--- src/rtl/mult_pkg.sv ---
// Shared constants and FSM state type for the round-robin multiplier scheduler.
package mult_pkg;
  localparam int MULT_W = 4;
  localparam int PROD_W = 8;

  typedef enum logic [1:0] {
    IDLE = 2'd0,
    CALC = 2'd1,
    RESP = 2'd2
  } mult_sched_state_t;
endpackage

--- src/rtl/bit_4_multiplier.sv ---
// Unsigned 4x4 combinational multiplier producing a full 8-bit product.
module bit_4_multiplier (
  input  logic [3:0] a,
  input  logic [3:0] b,
  output logic [7:0] out
);
  assign out = {4'b0000, a} * {4'b0000, b};
endmodule

--- src/rtl/mult_rr_scheduler.sv ---
// Round-robin scheduler sharing one 4x4 multiplier among NREQ requesters,
// one operation in flight, result returned over a valid/ready channel.
module mult_rr_scheduler
  import mult_pkg::*;
#(
  parameter int NREQ = 4,
  parameter int IDW  = $clog2(NREQ)
) (
  input  logic                     clk,
  input  logic                     rst,
  input  logic [NREQ-1:0]          req_valid,
  output logic [NREQ-1:0]          req_ready,
  input  logic [MULT_W*NREQ-1:0]   req_a,
  input  logic [MULT_W*NREQ-1:0]   req_b,
  output logic                     rsp_valid,
  input  logic                     rsp_ready,
  output logic [PROD_W-1:0]        rsp_out,
  output logic [IDW-1:0]           rsp_id
);

  mult_sched_state_t state_q, state_d;
  logic [IDW-1:0]    last_q, last_d;
  logic [IDW-1:0]    id_q, id_d;
  logic [MULT_W-1:0] op_a_q, op_a_d;
  logic [MULT_W-1:0] op_b_q, op_b_d;
  logic [PROD_W-1:0] prod_q, prod_d;
  logic [PROD_W-1:0] mult_out;

  logic [IDW-1:0]    start_idx;
  logic [NREQ-1:0]   rot_valid;
  logic [IDW-1:0]    pick_off;
  logic [IDW-1:0]    grant_idx;
  logic              grant_en;
  logic [MULT_W-1:0] sel_a;
  logic [MULT_W-1:0] sel_b;

  // Index arithmetic modulo NREQ (NREQ need not be a power of two).
  function automatic logic [IDW-1:0] wrap_add(input logic [IDW-1:0] base, input int off);
    int s;
    s = int'(base) + off;
    if (s >= NREQ) s = s - NREQ;
    return IDW'(s);
  endfunction

  // Rotate so the slot after the last winner is bit 0, take the lowest set
  // bit, then rotate the offset back into a requester index.
  always_comb begin
    start_idx = wrap_add(last_q, 1);
    rot_valid = '0;
    for (int k = 0; k < NREQ; k++) begin
      rot_valid[k] = req_valid[wrap_add(start_idx, k)];
    end
    pick_off = '0;
    for (int k = NREQ - 1; k >= 0; k--) begin
      if (rot_valid[k]) pick_off = IDW'(k);
    end
    grant_idx = wrap_add(start_idx, int'(pick_off));
    grant_en  = (state_q == IDLE) && (|req_valid);
    sel_a     = req_a[grant_idx*MULT_W +: MULT_W];
    sel_b     = req_b[grant_idx*MULT_W +: MULT_W];
  end

  for (genvar gi = 0; gi < NREQ; gi++) begin : g_ready
    assign req_ready[gi] = grant_en && (grant_idx == IDW'(gi));
  end

  bit_4_multiplier u_mult (
    .a   (op_a_q),
    .b   (op_b_q),
    .out (mult_out)
  );

  always_comb begin
    state_d = state_q;
    last_d  = last_q;
    id_d    = id_q;
    op_a_d  = op_a_q;
    op_b_d  = op_b_q;
    prod_d  = prod_q;
    case (state_q)
      IDLE: begin
        if (grant_en) begin
          op_a_d  = sel_a;
          op_b_d  = sel_b;
          id_d    = grant_idx;
          last_d  = grant_idx;
          state_d = CALC;
        end
      end
      CALC: begin
        prod_d  = mult_out;
        state_d = RESP;
      end
      RESP: begin
        if (rsp_ready) state_d = IDLE;
      end
      default: state_d = IDLE;
    endcase
  end

  always_ff @(posedge clk) begin
    if (rst) begin
      state_q <= IDLE;
      last_q  <= IDW'(NREQ - 1);
      id_q    <= '0;
      op_a_q  <= '0;
      op_b_q  <= '0;
      prod_q  <= '0;
    end else begin
      state_q <= state_d;
      last_q  <= last_d;
      id_q    <= id_d;
      op_a_q  <= op_a_d;
      op_b_q  <= op_b_d;
      prod_q  <= prod_d;
    end
  end

  assign rsp_valid = (state_q == RESP);
  assign rsp_out   = prod_q;
  assign rsp_id    = id_q;

endmodule

--- config.mk ---
export PLATFORM = sky130hd
export DESIGN_NAME = mult_rr_scheduler
export DESIGN_NICKNAME = d
export VERILOG_FILES = /design/src/rtl/mult_pkg.sv /design/src/rtl/bit_4_multiplier.sv /design/src/rtl/mult_rr_scheduler.sv
export SDC_FILE = /design/constraint.sdc
export NUM_CORES = 1
export LEC_CHECK = 0
export ABC_AREA = 1
export BUFFER_PORTS_ARGS = -buffer_cell sky130_fd_sc_hd__buf_2
export CORE_AREA = 2 2 73 75
export CTS_BUF_LIST = sky130_fd_sc_hd__clkbuf_4 sky130_fd_sc_hd__clkbuf_8
export DETAILED_ROUTE_END_ITERATION = 10
export DIE_AREA = 0 0 75 77
export HOLD_SLACK_MARGIN = 0.08
export PLACE_DENSITY_LB_ADDON = 0.05
export SYNTH_ARGS = -nofsm -noshare
export SYNTH_HDL_FRONTEND = slang
export SYNTH_SLANG_ARGS = --single-unit
--- constraint.sdc ---
create_clock -name clk -period 3.7 [get_ports clk]
set_clock_uncertainty 0.15 [all_clocks]
set_input_delay 0 -clock clk [delete_from_list [all_inputs] [get_ports clk]]
set_output_delay 0 -clock clk [all_outputs]
set_load 0.02 [all_outputs]
==> results.json, run 1 <==
{
  "outcome": "complete, no violations",
  "num_antenna_cells": 0,
  "antenna_found_initial": 0,
  "p_sw_mw": 1.17,
  "finalSetupViolCount": 0,
  "syn_area_mm2": 0.00191,
  "avgSynthCellArea_um2": 6.87,
  "gp_congestion": 0.750,
  "leakage_nw": 1.43,
  "portBuffers": 53,
  "holdPathEnd": "state_q[0]",
  "fin_area_mm2": 0.00254,
  "ys_seq_area_share_pct": 23.1,
  "synthAdderAreaFrac_pct": 12.7,
  "setup_slack_ns": 0.260,
  "dp_cells": 392,
  "dp_hpwl_um": 3300,
  "post_cts_buffers": 0,
  "fmax_ghz": 0.291,
  "synth_xor_area_share_pct": 2.82,
  "ant_nets": 0,
  "worstSkewPairLatency_ns": 0.26,
  "start_kind": "flip-flop",
  "drt_pass1_iterations": 4,
  "crit_required_ns": 3.71,
  "irDropWorstVdd_v": 0.000622,
  "synth_simple_gate_area_share_pct": 34.5,
  "die_w_um": 75,
  "internal_power_mw": 1.24,
  "postSynthCellCount": 278,
  "final_cells": 423,
  "hold_start": "req_valid[1]",
  "synth_top_family_by_area": "simple AND/OR/NAND/NOR gates",
  "die_height_um": 77,
  "finalHoldViolations": 0,
  "syn_nets": 334,
  "placed_cell_area_mm2": 0.00220,
  "reg2reg_slack_ns": 0.26,
  "worstReg2RegEnd": "op_a_q[3]",
  "fp-row-count": 26,
  "finalCriticalPeriod_ns": 3.44,
  "cp.arrival_ns": 3.45,
  "pwr_density_cell_mw_per_mm2": 951,
  "h-tree-depth": 1,
  "finalNetCount": 410,
  "path_clk_slew_ns": 0.08,
  "syn2layout_area_growth_pct": 33.1,
  "gr-usage-all-layers_pct": 16.8,
  "rsz0062_at_grt": "no",
  "synth_compound_area_share_pct": 11.9,
  "grt_pass1_wl_um": 7890,
  "p_seq_share_pct": 15.6,
  "grt_max_degree": 21,
  "synthDistinctLibCells": 32,
  "io-pin-count": 54,
  "maxCapViolations": 0,
  "endpoint_kind": "flip-flop",
  "wl_per_cell_um": 10.3,
  "vias_per_cell": 4.53,
  "wirelength_um": 4350,
  "ys_ff_latch": 22,
  "numCtsBuffers": 3,
  "clk_path_buf_depth": 2,
  "tightest_slew_ns": 0.780,
  "fin_setup_tns_ns": 0,
  "first_global_vias": 1912,
  "criticalPathCategory": "reg -> reg",
  "synth_warnings": 0,
  "synth_mux_area_share_pct": 4.19,
  "cts_tree": "done",
  "switching_share_pct": 48.6,
  "num_vias": 1915,
  "holdWs_ns": 0.146,
  "crit_fanout": 17,
  "slew_viol_final": 0,
  "drive_gt1_share_pct": 23.8,
  "route.detailed.drc": 0,
  "core-area_mm2": 0.00498,
  "r2r-start": "last_q[0]",
  "cts.sinks": 22,
  "dpl_worst_slack_ns": 0.767,
  "die_area_mm2": 0.00578,
  "drt_iter0_markers": 63,
  "clockRootBuffer": "clkbuf_8",
  "comb_power_share_pct": 75.1,
  "min_path_cells": 5,
  "slew_headroom_pct": 47.8,
  "clkPwrFrac_pct": 9.3,
  "grt_overflow": 0,
  "r2r_cells": 15,
  "period_share_pct": 93.0,
  "initial_utilization_pct": 38.4,
  "holdCritPathClass": "in -> reg"
}
[what timing repair did]
item | CTS | global route
setup endpoints to repair | 0 | 8
hold buffers | 27 | 0
resized for setup | 0 | 1
hold endpoints to repair | 15 | 0
[synthesized netlist by cell type]
master | number | area, µm²
buf_6 | 2 | 22.5
dfxtp_1 | 22 | 440
nor3_1 | 1 | 5.00
inv_2 | 1 | 3.75
mux2i_1 | 8 | 80.1
ha_1 | 13 | 163
nand3_1 | 12 | 60.1
nor2_1 | 32 | 120
o21ai_0 | 15 | 75.1
a21oi_1 | 9 | 45.0
a21boi_0 | 1 | 7.51
fa_1 | 4 | 80.1
nor2_8 | 1 | 20.0
inv_8 | 1 | 11.3
nand3_2 | 2 | 20.0
a31oi_1 | 1 | 6.26
xor2_4 | 1 | 27.5
a21oi_2 | 8 | 70.1
clkinv_1 | 1 | 3.75
buf_12 | 1 | 20.0
o211ai_1 | 2 | 15.0
xnor2_1 | 1 | 8.76
nand2_1 | 86 | 323
nand2_4 | 5 | 56.3
clkbuf_1 | 5 | 18.8
buf_2 | 2 | 10.0
o21bai_1 | 1 | 7.51
nand3_4 | 1 | 17.5
nand4_1 | 1 | 6.26
nand2_2 | 5 | 31.3
xor2_1 | 2 | 17.5
inv_1 | 31 | 116
[power by group through the flow]
| stage | registers (mW) | clock network (mW) | logic [mW] |
|---|---|---|---|
| after global routing | 0.392 | 0.240 | 2.03 |
| after floorplan | 0.373 | 0 | 1.36 |
| after detailed placement | 0.381 | 0 | 1.57 |
| after global placement | 0.381 | 0 | 1.57 |
| final | 0.377 | 0.225 | 1.81 |
| after CTS | 0.377 | 0.232 | 1.84 |
[layout make-up]
class	count	area (µm²)
timing repair buffer	81	543
inverter	34	135
clock buffer	3	41.3
tap	70	87.6
clock inverter	1	30.0
sequential	22	442
multi-input combinational	212	1260
fill	533	2440
[state kept, by name, indices dropped and copies added (netlist names)]
| name | cells |
|---|---|
| last_q | 2 |
| rsp_out | 8 |
| op_a_q | 4 |
| rsp_id | 2 |
| op_b_q | 4 |
| state_q | 2 |
[stage by stage]
step	total power, mW	util [%]
detailed placement	1.95	44.2
CTS	2.44	51.0
global route	2.66	51.1
floorplan	1.73	-
global placement	1.95	44.2
finish	2.42	51.1
[metal layers]
metal | wire [µm] | global-route usage [%]
met1 | 2010 | 20.0
met5 | 0 | 0
met3 | 131 | 3.02
met4 | 9 | 2.68
met2 | 2200 | 30.9
[how the worst max path moves through the flow]
stage | depth (start not counted) | end | startpoint
after floorplan | 14 | rsp_out[7] | op_a_q[0]
after CTS | 15 | op_a_q[3] | last_q[0]
after global routing | 15 | op_b_q[3] | last_q[0]
final | 15 | op_a_q[3] | last_q[0]
after global placement | 14 | rsp_out[7] | op_b_q[3]
after detailed placement | 14 | rsp_out[7] | op_a_q[0]
[cells by family (layout without fill, tap and decap cells)]
kind of cell / count (synthesis) / in the layout
buf+inv: 44 / 119
fa+ha+maj: 17 / 17
compound gates: 37 / 37
simple gates: 146 / 146
xor+xnor: 4 / 4
mux: 8 / 8
flops: 22 / 22
[worst max-delay path: stages, from the launching register on]
cell,delay (ns)
dfxtp_2,0.47
inv_8,0.08
nand2_4,0.06
nand2_1,0.04
nand2_1,0.06
nand2_2,0.10
a31oi_1,0.17
nor2_1,0.06
ha_1,0.34
buf_4,0.26
mux2i_1,0.21
dlygate4sd3_1,0.57
a21oi_2,0.03
nor2_1,0.12
dlygate4sd3_1,0.57
nor2_1,0.04
[cell usage in the layout, fill, tap and decap left out]
master,count
buf_4,1
nand3_2,2
ha_1,13
a21oi_1,9
nor3_1,1
bufinv_16,1
nand3_4,1
dlygate4sd3_1,27
nand2_4,5
nand2_2,5
xnor2_1,1
inv_1,31
o211ai_1,2
clkbuf_8,3
clkinv_1,1
xor2_1,2
nand4_1,1
inv_2,1
nand3_1,12
buf_2,53
mux2i_1,8
nor2_1,32
fa_1,4
dfxtp_1,21
o21ai_0,15
inv_8,1
a21boi_0,1
nor2_8,1
nand2_1,86
o21bai_1,1
dfxtp_2,1
a31oi_1,1
xor2_4,1
a21oi_2,8
No activity file was read; power rests on OpenSTA's default activity.
==> run 2, diff against run 1 <==
--- a/config.mk
+++ b/config.mk
@@ -13,6 +13,7 @@
 export DIE_AREA = 0 0 75 77
 export HOLD_SLACK_MARGIN = 0.08
 export PLACE_DENSITY_LB_ADDON = 0.05
+export SLEW_MARGIN = 10
 export SYNTH_ARGS = -nofsm -noshare
 export SYNTH_HDL_FRONTEND = slang
 export SYNTH_SLANG_ARGS = --single-unit
==> constraint.sdc (replaced) <==
create_clock -name clk -period 3.9 [get_ports clk]
set_clock_uncertainty 0.15 [all_clocks]
set_input_delay 0 -clock clk [delete_from_list [all_inputs] [get_ports clk]]
set_output_delay 0 -clock clk [all_outputs]
set_load 0.02 [all_outputs]
==> results.json, run 2 (synthesized netlist as in run 1, its figures left out) <==
{
  "crit_path_max_incr_delay_ns": 0.59,
  "layout_common_cells": "nand2_1, buf_2, nor2_1",
  "largest_register_ffs": 8,
  "vias_per_cell": 4.53,
  "grt_overflow": 0,
  "io-pin-count": 54,
  "crit_path_start": "last_q[0]",
  "worstSkewPairLatency_ns": 0.27,
  "crit_cells": 15,
  "slew_headroom_pct": 47.1,
  "cp.arrival_ns": 3.51,
  "syn2layout_area_growth_pct": 33.0,
  "critPathBufInv": 4,
  "layout.filler_cells": 522,
  "fin_setup_tns_ns": 0,
  "finalHoldViolations": 0,
  "irDropWorstVdd_v": 0.000454,
  "initial_utilization_pct": 38.4,
  "min_path_cells": 5,
  "fp-row-count": 26,
  "finalCriticalPeriod_ns": 3.50,
  "grt_pass1_wl_um": 8070,
  "h-tree-depth": 1,
  "ant_nets": 0,
  "gr-usage-all-layers_pct": 17.3,
  "crit_required_ns": 3.91,
  "path_clk_slew_ns": 0.08,
  "clk_path_buf_depth": 2,
  "fin_util_pct": 51.0,
  "start_kind": "flip-flop",
  "cts.sinks": 22,
  "fmax_ghz": 0.285,
  "slew_viol_final": 0,
  "crit_fanout": 20,
  "wl_per_cell_um": 10.5,
  "cp_common_cell": "nor2_1",
  "reg2reg_slack_ns": 0.40,
  "grt_max_degree": 21,
  "worstReg2RegEnd": "op_a_q[3]",
  "placed_cell_area_mm2": 0.00220,
  "hold_start": "req_valid[1]",
  "drt_pass1_iterations": 4,
  "r2r_cells": 15,
  "drt_iter0_markers": 97,
  "tightest_slew_ns": 0.791,
  "outcome": "complete, no violations",
  "final_common_cell": "nand2_1",
  "endpoint_kind": "flip-flop",
  "die_w_um": 75,
  "leakage_nw": 1.43,
  "holdCritPathClass": "in -> reg",
  "drive_gt1_share_pct": 23.5,
  "portBuffers": 53,
  "p_total_mw": 2.29,
  "clockRootBuffer": "clkbuf_8",
  "antenna_found_initial": 0,
  "first_global_vias": 1930,
  "rsz0062_at_grt": "no",
  "crit_end": "op_a_q[3]",
  "maxCapViolations": 0,
  "numCtsBuffers": 3,
  "finalNetCount": 410,
  "route.detailed.drc": 0,
  "die_area_mm2": 0.00578,
  "wirelength_um": 4440,
  "num_vias": 1916,
  "core-area_mm2": 0.00498,
  "r2r-start": "last_q[0]",
  "dp_hpwl_um": 3330,
  "num_antenna_cells": 0,
  "criticalPathCategory": "reg -> reg",
  "gp_congestion": 0.759,
  "post_cts_resized": 0,
  "path_cells": "inv_8 > nand2_4 > nand2_1 > nand2_1 > nand2_2 > a31oi_1 > nor2_1 > ha_1 > buf_4 > mux2i_1 > dlygate4sd3_1 > a21oi_2 > nor2_1 > dlygate4sd3_1 > nor2_1",
  "finalSetupViolCount": 0,
  "fin_area_mm2": 0.00254,
  "cp_top_family": "buffers and inverters",
  "pwr_density_cell_mw_per_mm2": 902,
  "cts_tree": "done",
  "period_share_pct": 89.8,
  "slowest_stage": "dfxtp_1",
  "die_height_um": 77
}
[run 2: cell counts in the layout (fill, tap and decap cells not counted)]
Identical to the previous run, type by type.
[run 2: metrics by stage]
step                worst slack (ns)  cells  hold WS [ns]
floorplan                       1.15    278        0.0178
global placement                1.04    392         0.115
detailed placement             0.954    392         0.122
CTS                            0.387    423         0.138
global route                   0.172    423         0.202
finish                         0.397    423         0.139
[run 2: repair_timing]
item,4_1_cts,5_1_grt
hold endpoints to repair,15,0
buffers inserted,0,0
hold buffers,27,0
[run 2: routing by layer]
| metal | global-route usage (%) | wire, µm |
|---|---|---|
| met4 | 3.21 | 32 |
| met5 | 0 | 0 |
| met2 | 31.1 | 2260 |
| met1 | 21.1 | 2000 |
| met3 | 3.15 | 137 |
[run 2: worst min path at each step]
stage	end	slack, ns
2_1_floorplan	state_q[1]	0.02
3_5_place_dp	state_q[1]	0.12
5_1_grt	state_q[0]	0.20
3_3_place_gp	state_q[1]	0.11
4_1_cts	state_q[0]	0.14
6_report	state_q[0]	0.14
[run 2: final cells by class]
type	instances	area, µm²	area share (%)
clock inverters	1	30.0	1.18
repair buffers	81	543	21.4
well taps	70	87.6	3.45
flip-flops and latches	22	440	17.3
inverters	34	135	5.32
multi-input cells	212	1260	49.7
clock buffers	3	41.3	1.63
[run 2: where the power goes]
part           total (mW)  switching, mW  internal, mW
Clock               0.211         0.0740         0.137
Sequential          0.357         0.0704         0.287
Combinational        1.72          0.976         0.748
[run 2: worst min-delay path, cell delays in order]
cell	delay, ns
buf_2	0.11
inv_1	0.06
nand4_1	0.09
nand3_1	0.18
nor2_1	0.06
